==> src/rtl/bmc_soft_pipe.sv <==
// bmc_soft_pipe: two-stage branch metric unit for a rate-1/2 Viterbi decoder.
// Takes one received symbol pair per handshake, with soft/hard decisions and
// per-symbol erasure, and produces the metric for both branches of every state.
//   clk, rst       : clock, synchronous active-high reset
//   in_valid/ready : input handshake for rx_sym/erase
//   rx_sym         : {sym1, sym0}, offset-binary soft symbols
//   erase          : bit i set -> symbol i punctured (contributes 0)
//   out_valid/ready: output handshake for bm_flat
//   bm_flat        : slot (s,b) at bits [(2*s+b)*BM_W +: BM_W]
//   sym_count      : completed output handshakes, wrapping
module bmc_soft_pipe #(
    parameter int unsigned SOFT_W = 3,
    parameter int unsigned K      = 3,
    parameter logic [K-1:0] G0    = 3'b111,
    parameter logic [K-1:0] G1    = 3'b101,
    parameter int unsigned CNT_W  = 16,
    localparam int unsigned BM_W  = SOFT_W + 1,
    localparam int unsigned NS    = 2 ** (K - 1)
) (
    input  logic                     clk,
    input  logic                     rst,
    input  logic                     in_valid,
    output logic                     in_ready,
    input  logic [2*SOFT_W-1:0]      rx_sym,
    input  logic [1:0]               erase,
    output logic                     out_valid,
    input  logic                     out_ready,
    output logic [NS*2*BM_W-1:0]     bm_flat,
    output logic [CNT_W-1:0]         sym_count
);

    localparam int unsigned   FLAT_W = NS * 2 * BM_W;
    localparam logic [BM_W-1:0] SMAX = BM_W'((1 << SOFT_W) - 1);

    // Expected {c0,c1} for state s taking input bit b; r = {b, s}.
    function automatic logic [1:0] code_bits(input int unsigned s, input int unsigned b);
        logic [K-1:0] r;
        r = K'(s) | (K'(b) << (K - 1));
        return {^(r & G0), ^(r & G1)};
    endfunction

    logic                  s1_v_q, s1_v_d;
    logic                  s2_v_q, s2_v_d;
    logic [BM_W-1:0]       m_q [4];
    logic [BM_W-1:0]       m_d [4];
    logic [FLAT_W-1:0]     bm_q, bm_d;
    logic [CNT_W-1:0]      cnt_q, cnt_d;

    logic [SOFT_W-1:0]     sym0_c, sym1_c;
    logic [BM_W-1:0]       d0_c [2];
    logic [BM_W-1:0]       d1_c [2];
    logic [FLAT_W-1:0]     fan_c;
    logic                  in_hs_c, out_hs_c, s2_load_c;

    assign sym0_c = rx_sym[SOFT_W-1:0];
    assign sym1_c = rx_sym[2*SOFT_W-1:SOFT_W];

    // Symbol distances, indexed by the expected code bit.
    always_comb begin
        d0_c[0] = erase[0] ? '0 : BM_W'(sym0_c);
        d0_c[1] = erase[0] ? '0 : SMAX - BM_W'(sym0_c);
        d1_c[0] = erase[1] ? '0 : BM_W'(sym1_c);
        d1_c[1] = erase[1] ? '0 : SMAX - BM_W'(sym1_c);
    end

    // Constant fan-out of the four distinct metrics into every (s,b) slot.
    for (genvar gs = 0; gs < NS; gs++) begin : g_state
        for (genvar gb = 0; gb < 2; gb++) begin : g_bit
            localparam logic [1:0] CB = code_bits(gs, gb);
            assign fan_c[(2*gs+gb)*BM_W +: BM_W] = m_q[CB];
        end
    end

    assign in_ready  = ~rst & (~s1_v_q | ~s2_v_q | out_ready);
    assign in_hs_c   = in_valid & in_ready;
    assign out_hs_c  = s2_v_q & out_ready;
    assign s2_load_c = s1_v_q & (~s2_v_q | out_ready);

    // Next-state for both stages and the counter.
    always_comb begin
        s1_v_d = in_hs_c | (s1_v_q & ~s2_load_c);
        m_d[0] = m_q[0];
        m_d[1] = m_q[1];
        m_d[2] = m_q[2];
        m_d[3] = m_q[3];
        if (in_hs_c) begin
            m_d[0] = d0_c[0] + d1_c[0];
            m_d[1] = d0_c[0] + d1_c[1];
            m_d[2] = d0_c[1] + d1_c[0];
            m_d[3] = d0_c[1] + d1_c[1];
        end
        s2_v_d = s2_load_c | (s2_v_q & ~out_ready);
        bm_d   = s2_load_c ? fan_c : bm_q;
        cnt_d  = out_hs_c ? cnt_q + CNT_W'(1) : cnt_q;
    end

    always_ff @(posedge clk) begin
        if (rst) begin
            s1_v_q <= 1'b0;
            s2_v_q <= 1'b0;
            bm_q   <= '0;
            cnt_q  <= '0;
            for (int i = 0; i < 4; i++) m_q[i] <= '0;
        end else begin
            s1_v_q <= s1_v_d;
            s2_v_q <= s2_v_d;
            bm_q   <= bm_d;
            cnt_q  <= cnt_d;
            for (int i = 0; i < 4; i++) m_q[i] <= m_d[i];
        end
    end

    assign out_valid = s2_v_q;
    assign bm_flat   = bm_q;
    assign sym_count = cnt_q;

endmodule

==> config.mk <==
export PLATFORM = sky130hd
export DESIGN_NAME = bmc_soft_pipe
export DESIGN_NICKNAME = d
export VERILOG_FILES = /design/src/rtl/bmc_soft_pipe.sv
export SDC_FILE = /design/constraint.sdc
export NUM_CORES = 1
export LEC_CHECK = 0
export BUFFER_PORTS_ARGS = -buffer_cell sky130_fd_sc_hd__buf_2
export CAP_MARGIN = 40
export CELL_PAD_IN_SITES_DETAIL_PLACEMENT = 0
export CELL_PAD_IN_SITES_GLOBAL_PLACEMENT = 1
export CORE_ASPECT_RATIO = 0.9
export CORE_MARGIN = 8
export CORE_UTILIZATION = 42
export DETAILED_ROUTE_END_ITERATION = 16
export GPL_TIMING_DRIVEN = 0
export HOLD_SLACK_MARGIN = 0.02
export MAX_ROUTING_LAYER = met4
export PLACE_DENSITY = 0.95
export SETUP_SLACK_MARGIN = 0.1
export SLEW_MARGIN = 40
export SYNTH_ARGS = -nofsm -noshare
export SYNTH_HDL_FRONTEND = slang
export SYNTH_SLANG_ARGS = --single-unit
==> constraint.sdc <==
create_clock -name clk -period 5.54 [get_ports clk]
set_clock_uncertainty 0.2 [all_clocks]
set_input_delay 0.554 -clock clk [delete_from_list [all_inputs] [get_ports clk]]
set_output_delay 0.554 -clock clk [all_outputs]
set_load 0.05 [all_outputs]
==> impl_results.md <==
- Status: finished, final reports clean
- Yosys top cell by area: dfxtp_1
- Synth Area in Compound Gates: between 10 and 15%
- Mean Syn Cell Area: around 8.1 µm²
- Crit start category: primary input
- Maximum root-to-sink buffer count: 2
- Clock tree from TritonCTS: built
- CTS H-tree lvls: 2
- LEAKAGE: approximately 0.0014 µW
- Vias in the first global route: 2,151
- Diodes inserted: 0
- CP Capture Type: flip-flop
- Die height: roughly 90 µm
- Largest net degree at the start of global routing: 15
- RSZ-0062 raised after global routing: false
- Max Used Layer: met4
- Starting Density: a little over two fifths
- Via count: 2,272
- Max-slew headroom: between 60% and 70%
- Pint: 512 µW
- Final min period: approximately 2.5 ns
- Peak Freq: about 400 MHz
- Max-cap viol count: 0
- Worst path slowest cell: clkbuf_1
- Core area: ~5800 µm²
- Sequential Area: approximately 1000 µm²
- Die width: between 90 and 100 µm
- Placer Congestion: about 0.85
- Syn_nets: approximately 330
- Post-CTS setup buffers: 0
- Net Switching: 200 µW
- Detailed-route DRC error count: 0
- Grt total ovfl: 0
- Final period util: 45.9%
- Setup violators final: 0
- Clock power share: 29.9%
- Top FF cell, synth: dfxtp_1
- Number of flops mapped to enable cells by yosys: 0
- Skew-Pair Late Insertion Delay: around 0.30 ns
- CTS buffer count: 5
- Post-synthesis mux area share: less than 1%
- Fill cells: between 500 and 600
- First-pass GRT wire length: between 10,000 and 15,000 µm
- CP cell instances: buf_2 > clkbuf_1 > nor2_1 > ha_1 > ha_1 > a2111oi_2 > a221oi_2 > xnor2_1 > o21ai_1
- Total Power: a little over 700 µW
- Place WS: between 2 and 3 ns
- CTS resizes: 0
- Yosys warns: 0
- Antenna violation net count after detailed routing: 0
- Final hold vios: 0
- DR vias/cell: between 5 and 6
- Post-synth ARST share: 0%
- Reg power frac: 53.6%
- M1 WL: approximately 3000 µm
- Layout Area Growth over Synthesis: 18.8%
- XOR/XNOR share of the synthesized area: around 7.6%
- Wire length on met2: 2830 µm
- Largest family of logic cells by synthesized area: simple AND/OR/NAND/NOR gates
- Slowest Stage Delay on Critical Path: just over 0.4 ns
- Initial DRC count: 167
- Post-Synth Adder-Cell Area: around 4.5%
- GRT Util Overall: 14.7%
- DRT Wirelength: between 6000 and 7000 µm
- Critical Path AT: between 2 and 3 ns
- Sw frac: about 28%
- Register area share after synthesis: about two fifths
- Hold_buf cts: 0
- Final setup margin: approximately 3 ns
- Critical Path RT: between 5 and 6 ns
- Synth top area share: 39.6%
- Final slew viol count: 0
- Worst vdd ir: 0.137 mV
- CTS sink count: 50
- WL met3: between 300 and 400 µm
- TNS Setup: 0 ns
- Antenna violations before repair: 0
- Clk slew on worst S/H paths: roughly 0.09 ns
- Mapped Area: 2520 µm²
- DP HPWL: a little under 5000 µm
- Layout cells sized above 1: 26.7%
- Hold Crit Class: reg -> reg
- IO buf count: about 60
- Crit path max-delay family: buffers and inverters
- Power per standard cell area: ~240 nW/µm²
- Crit-path max FO: 10
- CP Buf/Inv Count: 2
- Clock Tree Root: clkbuf_8
- Layout Nets: just under 400
- Floorplan row count: 26
- Io pins: 62
- Most frequent cells in the layout: 62 x buf_2, 59 x nand2_1, 50 x dfxtp_1
- Synth Register Bits: 50
- Drt wl/cell: ~14 µm
- Number of detailed-route iterations in the first pass: 4
- Gate power share: approximately 17%
- Most common cell after layout, fill and taps aside: buf_2
- Most used cell along the critical path: ha_1
- Critical Setup Path Class: in -> reg
- Synth top area cells: dfxtp_1 40%, nand2_1 8.8%, a21oi_1 5.9%
- Area of the multi-input gates: 1300 µm²
- Synth cell types: between 40 and 50
- Gate count of the mapped netlist: roughly 310
- Worst Max-Slew Pin Slew: between 0.4 and 0.5 ns
- Simple-Gate Fraction of Synth Area: approximately a quarter
- Die ar.: between 8000 and 9000 µm²
metal layers:
metal / up-vias / GRT usage [%]
met5: - / -
met4: 0 / 3.39
met3: 2 / 3.97
met2: 50 / 23.2
met1: 1062 / 18.5
li1: 1158 / -
area by class of cell:
cell class | instances | area share [%]
multi-input cells | 222 | 43.3
flip-flops and latches | 50 | 33.4
repair buffers | 59 | 9.85
plain buffers | 33 | 6.80
well taps | 70 | 2.92
clock buffers | 7 | 2.88
inverters | 6 | 0.751
clock inverters | 1 | 0.167
through the flow:
step	instance area, µm²	std cells	hold slack, ns	utilization, %
global placement	2910	440	0.242	50.5
floorplan	2520	311	0.232	-
finish	3000	448	0.261	52.1
CTS	3000	448	0.262	52.1
detailed placement	2910	440	0.247	50.5
global route	3000	448	0.283	52.1
worst min-delay path, cell delays in order (launching register included):
cell	delay, ns
dfxtp_1	0.32
nand2_1	0.06
a21oi_1	0.05
final timing paths:
path / start / end / slack [ns] / cells after the start
max: erase[0] / m_q[2][2] / 3.00 / 9
min: m_q[1][2] / bm_flat[26] / 0.26 / 2
max reg2reg: out_valid / bm_flat[30] / 3.71 / 6
min reg2reg: m_q[1][2] / bm_flat[26] / 0.26 / 2
sequential cells by signal, indices dropped and copies added (netlist names):
register   count
sym_count     16
m_q           16
out_valid      1
bm_flat       16
s1_v_q         1
power by group through the flow:
stage          sequential, µW  clock (µW)  combinational, µW
2_1_floorplan             402           0               74.3
3_3_place_gp              389           0                115
3_5_place_dp              390           0                117
4_1_cts                   382         219                118
5_1_grt                   384         237                129
6_report                  382         213                117
synthesized netlist by cell type (2+ instances only):
| master | number |
|---|---|
| a211o_1 | 2 |
| o21ai_0 | 8 |
| buf_4 | 16 |
| clkbuf_1 | 9 |
| a31oi_1 | 2 |
| buf_6 | 2 |
| a21o_1 | 3 |
| a21oi_1 | 30 |
| xnor2_1 | 8 |
| nor2_2 | 2 |
| o22ai_1 | 2 |
| nand4_1 | 5 |
| nor2_1 | 28 |
| dfxtp_1 | 50 |
| nand2_1 | 59 |
| buf_1 | 2 |
| o21ai_1 | 4 |
| a221oi_2 | 2 |
| nand3_1 | 14 |
| ha_1 | 9 |
| buf_2 | 3 |
| nor2b_1 | 5 |
| nand3b_1 | 3 |
| inv_1 | 6 |
| nand2b_1 | 2 |
| nor3_1 | 3 |
| xor2_1 | 14 |
logic make-up after synthesis:
logic type	count (synthesis)
compound gates	59
xor+xnor	22
fa+ha+maj	9
buf+inv	39
flops	50
mux	2
simple gates	130
(Power assumes the default switching activity.)
